`src/rtl/ice40_ram_pkg.sv`:
```
// ice40_ram_pkg: shared constants and types for the SB_RAM40_4K FIFO controller.
//   RAM_ADDR_W / RAM_DATA_W : physical RAM port widths (11-bit address, 16-bit data).
//   FIFO_DEPTH              : words held in the RAM in 256x16 mode.
//   RAM_READ_MODE / RAM_WRITE_MODE : mode value 0 selects 256x16 on both ports.
//   skid_occ_e              : occupancy states of the 2-entry output queue.
package ice40_ram_pkg;
   localparam int RAM_ADDR_W = 11;
   localparam int RAM_DATA_W = 16;
   localparam int FIFO_DEPTH = 256;

   localparam logic [1:0] RAM_READ_MODE  = 2'd0;
   localparam logic [1:0] RAM_WRITE_MODE = 2'd0;

   typedef logic [RAM_ADDR_W-1:0] ram_addr_t;
   typedef logic [RAM_DATA_W-1:0] ram_data_t;

   typedef enum logic [1:0] {
      SKID_EMPTY = 2'd0,
      SKID_ONE   = 2'd1,
      SKID_TWO   = 2'd2
   } skid_occ_e;
endpackage

```
`src/rtl/ice40_ram_fifo_skid.sv`:
```
// ice40_ram_fifo_skid: 2-entry output queue (head + spare) behind the RAM read port.
//   clk, rst      : clock, asynchronous active-high reset.
//   cap, cap_data : RAM read data arriving this cycle (rd_pend in the top).
//   out_ready     : consumer takes the head word.
//   out_valid     : head occupied.   out_data : head register.
//   buf_occ       : number of occupied entries (0..2).
// The top's issue rule guarantees a capture never arrives while both
// entries are held and the head is not being popped.
module ice40_ram_fifo_skid
   import ice40_ram_pkg::*;
#(
   parameter int DATA_W = 16
) (
   input  logic              clk,
   input  logic              rst,
   input  logic              cap,
   input  logic [DATA_W-1:0] cap_data,
   input  logic              out_ready,
   output logic              out_valid,
   output logic [DATA_W-1:0] out_data,
   output logic [1:0]        buf_occ
);

   skid_occ_e         state_r, state_s;
   logic [DATA_W-1:0] head_r, head_s;
   logic [DATA_W-1:0] spare_r, spare_s;
   logic              pop_s;

   assign out_valid = (state_r != SKID_EMPTY);
   assign out_data  = head_r;
   assign buf_occ   = state_r;
   assign pop_s     = out_valid & out_ready;

   // Next occupancy and entry contents from capture/pop combination.
   always_comb begin
      state_s = state_r;
      head_s  = head_r;
      spare_s = spare_r;
      case (state_r)
         SKID_EMPTY: begin
            if (cap) begin
               head_s  = cap_data;
               state_s = SKID_ONE;
            end else begin
               state_s = SKID_EMPTY;
            end
         end
         SKID_ONE: begin
            if (pop_s && cap) begin
               // head leaves and the new word drops straight into it
               head_s = cap_data;
            end else if (pop_s) begin
               state_s = SKID_EMPTY;
            end else if (cap) begin
               spare_s = cap_data;
               state_s = SKID_TWO;
            end else begin
               state_s = SKID_ONE;
            end
         end
         SKID_TWO: begin
            if (pop_s) begin
               head_s = spare_r;
               if (cap) begin
                  spare_s = cap_data;
               end else begin
                  state_s = SKID_ONE;
               end
            end else begin
               state_s = SKID_TWO;
            end
         end
         default: begin
            state_s = SKID_EMPTY;
         end
      endcase
   end

   // Queue state and entry registers.
   always_ff @(posedge clk or posedge rst) begin
      if (rst) begin
         state_r <= SKID_EMPTY;
         head_r  <= {DATA_W{1'b0}};
         spare_r <= {DATA_W{1'b0}};
      end else begin
         state_r <= state_s;
         head_r  <= head_s;
         spare_r <= spare_s;
      end
   end

endmodule

```
`src/rtl/ice40_ram_fifo_ctrl.sv`:
```
// ice40_ram_fifo_ctrl: drives one SB_RAM40_4K (256x16) as a first-word-fall-through FIFO.
//   CLK, ASYNCRESET        : clock (also the RAM's RCLK/WCLK), async active-high reset.
//   in_valid/in_ready/in_data    : producer side.
//   out_valid/out_ready/out_data : consumer side.
//   count                  : words held (RAM + in-flight read + output queue), max 258.
//   ram_*                  : RAM write port (WADDR/WDATA/MASK/WE/WCLKE) and read port
//                            (RADDR/RE/RCLKE/RDATA; RDATA valid one cycle after RE).
// Optional macro ICE40_FIFO_ALMOST_FLAGS_EN adds registered almost_full/almost_empty.
module ice40_ram_fifo_ctrl
   import ice40_ram_pkg::*;
#(
   parameter int ADDR_W        = 8,
   parameter int DATA_W        = 16
`ifdef ICE40_FIFO_ALMOST_FLAGS_EN
  ,parameter int AFULL_THRESH  = 240,
   parameter int AEMPTY_THRESH = 4
`endif
) (
   input  logic              CLK,
   input  logic              ASYNCRESET,
   input  logic              in_valid,
   output logic              in_ready,
   input  logic [DATA_W-1:0] in_data,
   output logic              out_valid,
   input  logic              out_ready,
   output logic [DATA_W-1:0] out_data,
   output logic [ADDR_W:0]   count,
`ifdef ICE40_FIFO_ALMOST_FLAGS_EN
   output logic              almost_full,
   output logic              almost_empty,
`endif
   output ram_addr_t         ram_WADDR,
   output ram_data_t         ram_WDATA,
   output ram_data_t         ram_MASK,
   output logic              ram_WE,
   output logic              ram_WCLKE,
   output ram_addr_t         ram_RADDR,
   output logic              ram_RE,
   output logic              ram_RCLKE,
   input  ram_data_t         ram_RDATA
);

   localparam logic [ADDR_W:0] DEPTH_C = (ADDR_W+1)'(FIFO_DEPTH);
   localparam logic [ADDR_W:0] ZERO_C  = {(ADDR_W+1){1'b0}};

   logic [ADDR_W-1:0] wr_ptr_r, rd_ptr_r;
   logic [ADDR_W:0]   mem_cnt_r, mem_cnt_s;
   logic [ADDR_W:0]   count_r, count_s;
   logic              rd_pend_r;
   logic              push_s, pop_s, issue_s;
   logic [1:0]        buf_occ_s;
   logic [2:0]        inflight_s;

   // Constant RAM ties and address/data drive.
   assign ram_MASK  = {RAM_DATA_W{1'b0}};
   assign ram_WCLKE = 1'b1;
   assign ram_RCLKE = 1'b1;
   assign ram_WADDR = {{(RAM_ADDR_W-ADDR_W){1'b0}}, wr_ptr_r};
   assign ram_RADDR = {{(RAM_ADDR_W-ADDR_W){1'b0}}, rd_ptr_r};
   assign ram_WDATA = in_data;
   assign ram_WE    = push_s;
   assign ram_RE    = issue_s;

   // Space is judged on the committed RAM word count only.
   assign in_ready  = (mem_cnt_r != DEPTH_C);
   assign push_s    = in_valid & in_ready;
   assign pop_s     = out_valid & out_ready;
   assign count     = count_r;

   // A read may start only if its data will find a free queue slot when it lands.
   assign inflight_s = {1'b0, buf_occ_s} + {2'b00, rd_pend_r};
   assign issue_s    = (mem_cnt_r != ZERO_C) && (inflight_s < (3'd2 + {2'b00, pop_s}));

   // Next RAM word count and next total word count.
   always_comb begin
      mem_cnt_s = mem_cnt_r + {{ADDR_W{1'b0}}, push_s} - {{ADDR_W{1'b0}}, issue_s};
      count_s   = mem_cnt_s
                + {{ADDR_W{1'b0}}, issue_s}
                + {{(ADDR_W-1){1'b0}}, buf_occ_s}
                + {{ADDR_W{1'b0}}, rd_pend_r}
                - {{ADDR_W{1'b0}}, pop_s};
   end

   // Pointers, counters and read-pending flag.
   always_ff @(posedge CLK or posedge ASYNCRESET) begin
      if (ASYNCRESET) begin
         wr_ptr_r  <= {ADDR_W{1'b0}};
         rd_ptr_r  <= {ADDR_W{1'b0}};
         mem_cnt_r <= ZERO_C;
         count_r   <= ZERO_C;
         rd_pend_r <= 1'b0;
      end else begin
         wr_ptr_r  <= wr_ptr_r + {{(ADDR_W-1){1'b0}}, push_s};
         rd_ptr_r  <= rd_ptr_r + {{(ADDR_W-1){1'b0}}, issue_s};
         mem_cnt_r <= mem_cnt_s;
         count_r   <= count_s;
         rd_pend_r <= issue_s;
      end
   end

   ice40_ram_fifo_skid #(
      .DATA_W    (DATA_W)
   ) u_skid (
      .clk       (CLK),
      .rst       (ASYNCRESET),
      .cap       (rd_pend_r),
      .cap_data  (ram_RDATA),
      .out_ready (out_ready),
      .out_valid (out_valid),
      .out_data  (out_data),
      .buf_occ   (buf_occ_s)
   );

`ifdef ICE40_FIFO_ALMOST_FLAGS_EN
   localparam logic [ADDR_W:0] AFULL_C  = (ADDR_W+1)'(AFULL_THRESH);
   localparam logic [ADDR_W:0] AEMPTY_C = (ADDR_W+1)'(AEMPTY_THRESH);

   // Threshold flags track the same next-count value as count.
   always_ff @(posedge CLK or posedge ASYNCRESET) begin
      if (ASYNCRESET) begin
         almost_full  <= 1'b0;
         almost_empty <= 1'b1;
      end else begin
         almost_full  <= (count_s >= AFULL_C);
         almost_empty <= (count_s <= AEMPTY_C);
      end
   end
`endif

endmodule
```
`config.mk`:
```
export PLATFORM = sky130hd
export DESIGN_NAME = ice40_ram_fifo_ctrl
export DESIGN_NICKNAME = d
export VERILOG_FILES = /design/src/rtl/ice40_ram_pkg.sv /design/src/rtl/ice40_ram_fifo_skid.sv /design/src/rtl/ice40_ram_fifo_ctrl.sv
export SDC_FILE = /design/constraint.sdc
export NUM_CORES = 1
export LEC_CHECK = 0
export CAP_MARGIN = 0
export CORE_ASPECT_RATIO = 0.75
export CORE_MARGIN = 10
export CORE_UTILIZATION = 35
export CTS_CLUSTER_DIAMETER = 80
export DETAILED_ROUTE_END_ITERATION = 16
export PLACE_DENSITY = 0.65
export RECOVER_POWER = 100
export SLEW_MARGIN = 20
export SYNTH_ARGS = -nofsm -noshare
export SYNTH_HDL_FRONTEND = slang
export SYNTH_SLANG_ARGS = --single-unit
```
`constraint.sdc`:
```
create_clock -name CLK -period 4.3 [get_ports CLK]
set_input_delay 0.86 -clock CLK [delete_from_list [all_inputs] [get_ports CLK]]
set_output_delay 0.86 -clock CLK [all_outputs]
set_load 0.01 [all_outputs]
```
* Word level (Yosys, flattened, before mapping) *
Index checks and enable logic that the tools add are counted.

word-level totals
  register bits = 69
  output and inout bits = 85
  word-level logic and storage cells = 56
  input port bits = 36

operators by class
  reduce and logical (&&, ||, !) cells = 10
  bitwise operators = 2
  order comparisons = 1
  eq/ne operators = 9
  add/sub/neg operators = 10
  mux-type cells = 16

operators by type and width
  kind                                           number
  2-to-1 mux 16 bit                              7
  one-hot mux 16 bit (3 select lines)            1
  one-hot mux 16 bit (2 select lines)            1
  adder 9 x 1 -> 9 bit                           3
  subtractor 9 x 1 -> 9 bit                      2
  adder 8 x 1 -> 8 bit                           2
  2-to-1 mux 2 bit                               5
  adder 9 x 2 -> 9 bit                           1
  != test 9 bit, second input constant           1
  nonzero test 9 bit                             1
  != test 2 bit, second input constant           4
  AND reduction 4 bit                            2
  one-hot mux 2 bit (3 select lines)             1
  nonzero test 2 bit                             2
  adder 2 x 1 -> 3 bit                           1
  adder 2 x 1 -> 3 bit, first input constant     1
  less-than comparator 3 bit                     1
  != test 3 bit, second input constant           1
  nonzero test 3 bit                             1
  AND 1 bit                                      2
  == test 2 x 1 -> 1 bit, second input constant  1
  == test 2 bit, second input constant           1
  logical AND 1 bit                              2
  logical NOT 2 bit                              1
  3 further kinds                                3

* Logic depth before layout (Yosys ltp) *
Gate-level depths: netlist of run 1.

  depth in word-level cells = 10
  depth in mapped cells = 21
  depth with buffers taken out = 21

* Hierarchy *
From an unflattened synthesis of run 1, not the netlist that was laid out.

second synthesis, totals
  cell total of the unflattened synthesis = 340
  area total of the unflattened synthesis = 4043.9 µm²

modules (own cells, without submodules)
  module               cells each  instances  sequential area each (µm²)  area each (µm²)
  ice40_ram_fifo_ctrl  235         1          875.8                       2411.1
  ice40_ram_fifo_skid  105         1          850.8                       1632.8

* Worst setup path after synthesis of run 1 *
No wires, ideal clock.

  kind = input to register
  from = input port out_ready
  to = register count_r[8], in the netlist count[8]
  stages on the path = 18
  buffers on the path = 1
  data arrival time = 4.479 ns
  path slack = -0.258 ns
  cells stage by stage = buf_4 > o21a_2 > nand2b_2 > a221oi_4 > xor2_1 > ha_1 > inv_1 > fa_1 > ha_1 > inv_1 > ha_1 > fa_1 > a21o_1 > a21oi_1 > o21ai_0 > a31oi_1 > xnor2_1 > xor2_1

on the way
  cells in the longest elaborated chain, start to end = 9

RTL lines
  what                          RTL line                   text
  start, declared               ice40_ram_fifo_ctrl.sv:25  input logic out_ready,
  AND 1 bit *                   ice40_ram_fifo_ctrl.sv:67  assign pop_s = out_valid & out_ready;
  adder 2 x 1 -> 3 bit *        ice40_ram_fifo_ctrl.sv:72  assign issue_s = (mem_cnt_r != ZERO_C) && (inflight_s < (3'd2 + {2'b00, pop_s}));
  less-than comparator 3 bit *  ice40_ram_fifo_ctrl.sv:72
  logical AND 1 bit *           ice40_ram_fifo_ctrl.sv:72
  via ram_RE                    ice40_ram_fifo_ctrl.sv:38  output logic ram_RE,
  subtractor 9 x 1 -> 9 bit     ice40_ram_fifo_ctrl.sv:76  mem_cnt_s = mem_cnt_r + {{ADDR_W{1'b0}}, push_s} - {{ADDR_W{1'b0}}, issue_s};
  adder 9 x 1 -> 9 bit *        ice40_ram_fifo_ctrl.sv:78  + {{ADDR_W{1'b0}}, issue_s}
  adder 9 x 2 -> 9 bit *        ice40_ram_fifo_ctrl.sv:79  + {{(ADDR_W-1){1'b0}}, buf_occ_s}
  adder 9 x 1 -> 9 bit *        ice40_ram_fifo_ctrl.sv:80  + {{ADDR_W{1'b0}}, rd_pend_r}
  subtractor 9 x 1 -> 9 bit *   ice40_ram_fifo_ctrl.sv:81  - {{ADDR_W{1'b0}}, pop_s};
  via count_s[8]                ice40_ram_fifo_ctrl.sv:48  logic [ADDR_W:0] count_r, count_s;
  end signal, assigned          ice40_ram_fifo_ctrl.sv:96  count_r <= count_s;
  end, declared                 ice40_ram_fifo_ctrl.sv:48

The timed path passes the listed nets; every way through them passes the cells marked *.
A chain may end at the register's enable or synchronous reset.

* Worst setup path after layout of run 1 *
  from = register rd_pend_r
  to = register count_r[8], in the netlist count[8]

on the way
  cells in the longest elaborated chain, start to end = 8

RTL lines
  what                        RTL line                   text
  start, declared             ice40_ram_fifo_ctrl.sv:49  logic rd_pend_r;
  start signal, assigned      ice40_ram_fifo_ctrl.sv:97  rd_pend_r <= issue_s;
  adder 2 x 1 -> 3 bit        ice40_ram_fifo_ctrl.sv:71  assign inflight_s = {1'b0, buf_occ_s} + {2'b00, rd_pend_r};
  less-than comparator 3 bit  ice40_ram_fifo_ctrl.sv:72
  logical AND 1 bit           ice40_ram_fifo_ctrl.sv:72
  subtractor 9 x 1 -> 9 bit   ice40_ram_fifo_ctrl.sv:76
  via mem_cnt_s[7]            ice40_ram_fifo_ctrl.sv:47  logic [ADDR_W:0] mem_cnt_r, mem_cnt_s;
  adder 9 x 1 -> 9 bit        ice40_ram_fifo_ctrl.sv:78
  adder 9 x 2 -> 9 bit        ice40_ram_fifo_ctrl.sv:79
  adder 9 x 1 -> 9 bit        ice40_ram_fifo_ctrl.sv:80
  subtractor 9 x 1 -> 9 bit   ice40_ram_fifo_ctrl.sv:81
  via count_s[8]              ice40_ram_fifo_ctrl.sv:48

The timed path passes the listed nets, and every way through them passes these cells.

==> impl_results.md, run 1 <==
* Status: finished clean
* Area grow syn2layout at 30.36%
* Max FO, Critical Path at 6
* CTS tree: built
* Worst-case clock skew at 0.006689 ns
* Reg2reg start: rd_pend_r
* CP bufs+invs at 2
* Clock sinks at 69
* Slew Viols, Final at 0
* Post-layout util at 0.4673
* Slowest-stage cell, CP: dfrtp_2
* Met2 usage at 0.1667
* Hold Crit Depth at 1
* Cell count after synthesis at 359
* Clock Latency Late Sink at 0.33 ns
* Dpl hpwl at 6251 µm
* Final min period at 4.108 ns
* Die Y at 111.5 µm
* Syn. warnings at 0
* Met1 usage at 0.1301
* Worst path cell trace: ha_1, ha_1, a221oi_4, or2b_1, ha_1, a21o_1, a311o_1, buf_4, o22ai_4, xor2_1, inv_1, ha_1, ha_1, a31oi_1, xnor2_1, xor2_1
* Yosys reg bits at 69
* Fraction of layout cells with a size suffix above 1 at 0.1969
* Synthesized area per cell at 10.88 µm²
* PortBufs at 64
* Final WL at 8177 µm
* Period utilization at 0.9554
* Worst min-delay path class: reg -> reg
* Largest stage delay, worst path at 0.45 ns
* Post-synth cell types at 47
* R2R setup slack at 0.19 ns
* Total congestion overflow at 0
* Initial antenna violation count at 0
* Final #Nets at 512
* Highest-count cells in the layout ignoring fill and taps: dfrtp_1, clkdlybuf4s50_1, ha_1, buf_4
* Clock tree buffer depth at 2
* Die span in x at 142.0 µm
* Routed WL per cell at 13.93 µm
* CP Launch Type: flip-flop
* # hold bufs at CTS at 0
* Reg2Reg Capture Point: count[8]
* Largest delay share family, worst path: adder cells
* Vias post-DR at 2,606
* Worst EP required at 4.50 ns
* Drc violations at 0
* Commonest non-fill, non-tap cell in the layout: dfrtp_1
* Most frequent cell on the critical path: ha_1
* Final ANT Viol Nets at 0
* Worst Reg-to-Reg Cells at 16
* Hold Startpoint: rd_ptr_r[7]
* H-tree depth at 3
* Initial core utilization at 0.3585
* Worst Max-Slew Pin Slew at 0.9967 ns
* Gr busiest metal: met2
* Worst Hold End: rd_ptr_r[7]
* Routed vias/inst at 4.440
* Final Wtd Congestion at 0.7359
* Endpoint class of the critical path: flip-flop
* First DRT Iteration DRCs at 94
* First-pass GRT wire length at 13,930 µm
* Total CTS buffers at 9
* Root buf cell: clkbuf_16
* Register area share after synthesis at 0.4419
* Worst path arrival time at 4.30 ns
* # setup viols final at 0
* Max Fclk at 243.4 MHz
* GR Util All Layers at 0.1063
* Rel. slew slack at 0.3339
* Max_cap viols at 0
* Cell Area, Synth at 3907 µm²
* Number of global-route vias before repair at 2,819
* Placed Area at 4728 µm²
* Clk slew on worst S/H paths at 0.06 ns
* Die ar. at 15,830 µm²
* Post-route cell area at 5094 µm²
* RSZ-0062 raised after global routing: no
* Io pins at 121
* Row cnt at 33
* Final Hold Violating Endpoints at 0
* Worst Setup Path Type: reg -> reg
* Largest net degree at the start of global routing at 33
* Drt pass-1 iters at 4
* Antenna diodes at 0
* Routing usage on met3 at 0.04246
* Core area at 10,900 µm²
area by class of cell:
cell class                 instances  area (µm²)
fill                            1053        5807
tap                              140       175.2
sequential                        69        1728
timing repair buffer              97       883.3
multi-input combinational        235        1869
clock inverter                     6       86.33
clock buffer                      10       239.0
inverter                          30       112.6
per-stage QoR:
stage / std cells / TNS, ns / hold WS [ns] / worst slack, ns
after floorplan: 381 / -0.01780 / 0.4787 / -0.01780
after global placement: 568 / -1.691 / 0.4610 / -0.4554
after detailed placement: 568 / -1.825 / 0.4665 / -0.4882
after CTS: 585 / 0 / 0.4777 / 0.1558
after global routing: 587 / 0 / 0.4883 / 0.01009
final: 587 / 0 / 0.4674 / 0.1920
timing repair:
item                                    4_1_cts  5_1_grt
setup buffers                                 1        2
pin swaps                                     7        3
endpoints found under the setup margin        4        4
gates resized for setup                       5        5
kinds of logic (layout without fill, tap and decap cells):
| group | after synthesis | count (layout) | share of synthesized area |
|---|---|---|---|
| fa+ha+maj | 34 | 34 | 0.1146 |
| flops | 69 | 69 | 0.4419 |
| mux | 32 | 32 | 0.08709 |
| simple gates | 63 | 63 | 0.07781 |
| other cells | 2 | 24 | 0.001922 |
| compound gates | 49 | 49 | 0.08582 |
| xor+xnor | 33 | 33 | 0.07589 |
| buf+inv | 77 | 143 | 0.1150 |
worst max path at each step:
stage / start / end / slack, ns / depth (start not counted)
final: rd_pend_r / count[8] / 0.19 / 16
after CTS: rd_pend_r / count[8] / 0.16 / 17
after global routing: mem_cnt_r[6] / count[8] / 0.01 / 23
after detailed placement: out_ready / count[8] / -0.49 / 18
after floorplan: out_ready / count[8] / -0.02 / 18
after global placement: out_ready / count[8] / -0.46 / 21
synthesized netlist by cell type (all sizes together):
library cell / number / area share
o21bai: 1 / 0.0019
clkbuf: 1 / 0.00096
a31oi: 2 / 0.0032
inv: 30 / 0.029
buf: 46 / 0.085
ha: 31 / 0.099
conb: 2 / 0.0019
or2: 1 / 0.0016
a211o: 1 / 0.0026
fa: 3 / 0.015
a221oi: 2 / 0.0090
o211ai: 1 / 0.0032
and2: 2 / 0.0032
nor2: 28 / 0.027
o22ai: 2 / 0.0048
nand3: 4 / 0.0051
a21o: 3 / 0.0058
or2b: 1 / 0.0019
a311o: 1 / 0.0026
mux2i: 16 / 0.041
dfrtp: 69 / 0.44
xnor2: 21 / 0.047
and3: 2 / 0.0032
xor2: 12 / 0.029
nand2b: 3 / 0.0054
nor2b: 5 / 0.0080
and4: 2 / 0.0045
nand2: 9 / 0.0086
nor3: 3 / 0.0038
o21a: 2 / 0.0042
a31o: 1 / 0.0022
nand4b: 1 / 0.0022
nand4: 2 / 0.0032
a21boi: 1 / 0.0019
o21ai: 5 / 0.0074
mux2: 16 / 0.046
o21ba: 2 / 0.0051
a21oi: 25 / 0.032
metal layers:
metal	share of wire	vias to the layer above
met5	0	-
met4	0.015	0
met3	0.066	13
met2	0.47	50
met1	0.45	1246
li1	-	1297
sequential cells by signal, summed over array words and instances (netlist names):
register / flops
count: 9
mem_cnt_r: 9
rd_pend_r: 1
rd_ptr_r: 8
u_skid.buf_occ: 2
u_skid.out_data: 16
u_skid.spare_r: 16
wr_ptr_r: 8
Power of run 1 is left out: the tool's default activity adds up to more than one toggle a clock period on the data nets, which glitch-free logic cannot reach.
==> inputs of run 2 (changes only) <==
- DONT_BUFFER_PORTS: not set -> 1
- PLACE_DENSITY: 0.65 -> not set
==> run 2 against run 1 <==
The flow now finishes with violations (capacitance limit, slew limit). Clock skew down 0.0019 ns. Maximum frequency is 0.28% higher. Critical path depth rose by 1.
==> impl_results.md, run 2 (same netlist as run 1, synthesis figures left out) <==
* Status: finished, violations left
* Failing checks: capacitance limit, slew limit
* Final ANT Viol Nets at 0 (unchanged)
* # setup viols final at 0 (unchanged)
* Worst EP required at 4.51 ns (about the same)
* First DRT Iteration DRCs at 86 (-8.5%)
* Worst Slack Setup Final at 0.2036 ns (+0.01161 ns)
* Clock tree buffer depth at 2 (unchanged)
* Io pins at 121 (unchanged)
* R2R setup slack at 0.20 ns (about the same)
* RSZ-0062 raised after global routing: yes
* Largest net degree at the start of global routing at 46 (+39%)
* Row cnt at 33 (unchanged)
* Reg2Reg Capture Point: count[8]
* Highest-count cells in the layout ignoring fill and taps: dfrtp_1, nor2_1, conb_1
* Worst Setup Path Type: reg -> reg
* Final Wtd Congestion at 0.8059 (+9.5%)
* Final Hold Violating Endpoints at 0 (unchanged)
* First-pass GRT wire length at 12,680 µm (-9.0%)
* Rel. slew slack at -0.3770 (-0.7109)
* Worst path arrival time at 4.30 ns (about the same)
* Die span in x at 142.0 µm (unchanged)
* Total CTS buffers at 9 (unchanged)
* Worst path cell trace: ha_2, ha_4, a221oi_4, xor2_1, ha_2, inv_2, fa_1, ha_1, inv_2, ha_4, fa_2, a21o_1, a21oi_2, o21ai_1, a31oi_1, xnor2_1, xor2_1
* Total congestion overflow at 0 (unchanged)
* Root buf cell: clkbuf_16
* Final min period at 4.096 ns (-0.01161 ns)
* Drt pass-1 iters at 4 (unchanged)
* Largest delay share family, worst path: adder cells
* Endpoint class of the critical path: flip-flop
* Max_cap viols at 1 (+1)
* Die ar. at 15,830 µm² (unchanged)
* Worst Max-Slew Pin Slew at 2.054 ns (+1.057 ns)
* Drc violations at 0 (unchanged)
* Fraction of layout cells with a size suffix above 1 at 0.2588 (+0.06189)
* Slew Viols, Final at 46 (+46)
* CTS tree: built
* Final #Nets at 436 (-15%)
* Routed vias/inst at 4.614 (+3.9%)
* Commonest non-fill, non-tap cell in the layout: dfrtp_1
* Vias post-DR at 2,358 (-9.5%)
* CP Launch Type: flip-flop
* Largest stage delay, worst path at 0.48 ns (+0.03 ns)
* Clock Latency Late Sink at 0.33 ns (about the same)
* H-tree depth at 3 (unchanged)
* Core area at 10,900 µm² (unchanged)
* Worst-case clock skew at 0.004783 ns (-0.001906 ns)
* Clock sinks at 69 (unchanged)
* Antenna diodes at 0 (unchanged)
* Post-route cell area at 4453 µm² (-13%)
* DP Worst Slack at -0.04954 ns (+0.4387 ns)
* Initial core utilization at 0.3585 (unchanged)
* GR Util All Layers at 0.1002 (-0.006061)
* Placed Area at 3938 µm² (-17%)
* Worst min-delay path class: reg -> reg
* Reg2reg start: rd_pend_r
* Slowest-stage cell, CP: fa_1
* Clk slew on worst S/H paths at 0.06 ns (about the same)
* Initial antenna violation count at 0 (unchanged)
* Dpl hpwl at 5891 µm (-5.8%)
* Period utilization at 0.9527 (-0.002701)
* Routed WL per cell at 15.47 µm (+11%)
* Number of global-route vias before repair at 2,381 (-16%)
* Hold Startpoint: u_skid.spare_r[15]
* Hold Crit Depth at 1 (unchanged)
* Worst Hold End: u_skid.spare_r[15]
* # hold bufs at CTS at 0 (unchanged)
* Post-layout util at 0.4085 (-0.05877)
* PortBufs at 0 (-100%)
* Worst Reg-to-Reg Cells at 17 (+1)
* CP bufs+invs at 2 (unchanged)
* Area grow syn2layout at 13.96%
* Max Fclk at 244.1 MHz (+0.28%)
* Max FO, Critical Path at 4 (-2)
* Final WL at 7903 µm (-3.4%)
* Die Y at 111.5 µm (unchanged)
run 2: metal layers:
metal / routed length, µm / global-route usage
met1: 3470 / 0.1223
met5: 0 / 0
met4: 151 / 0.04895
met2: 3601 / 0.1440
met3: 679 / 0.04883
run 2: worst max path at each step:
stage	from	end	slack, ns	depth (start not counted)
CTS	rd_pend_r	count[8]	0.02	17
detailed placement	out_ready	count[8]	-0.05	17
global route	mem_cnt_r[7]	count[8]	-0.02	19
floorplan	out_ready	count[8]	-0.02	18
global placement	out_ready	count[7]	0.08	17
finish	rd_pend_r	count[8]	0.20	17
run 2: layout make-up:
type,count,area [µm²]
Fill cell,1056,6447
Multi-Input combinational cell,235,1956
Sequential cell,69,1729
Clock buffer,10,239.0
Tap cell,140,175.2
Timing Repair Buffer,21,153.9
Inverter,30,113.9
Clock inverter,6,86.33
run 2: what timing repair did:
item,in CTS,in global routing
pin swaps,0,14
setup endpoints to repair,1,4
gates resized for setup,2,27
buffers inserted,0,11
gates cloned,0,0
run 2: through the flow:
step | cells | hold slack [ns] | TNS (ns)
after floorplan | 381 | 0.4787 | -0.01780
after global placement | 484 | 0.4854 | 0
after detailed placement | 484 | 0.4919 | -0.06049
after CTS | 500 | 0.5046 | 0
after global routing | 511 | 0.5146 | -0.02080
final | 511 | 0.5018 | 0
Power of run 2 is left out for the same reason.
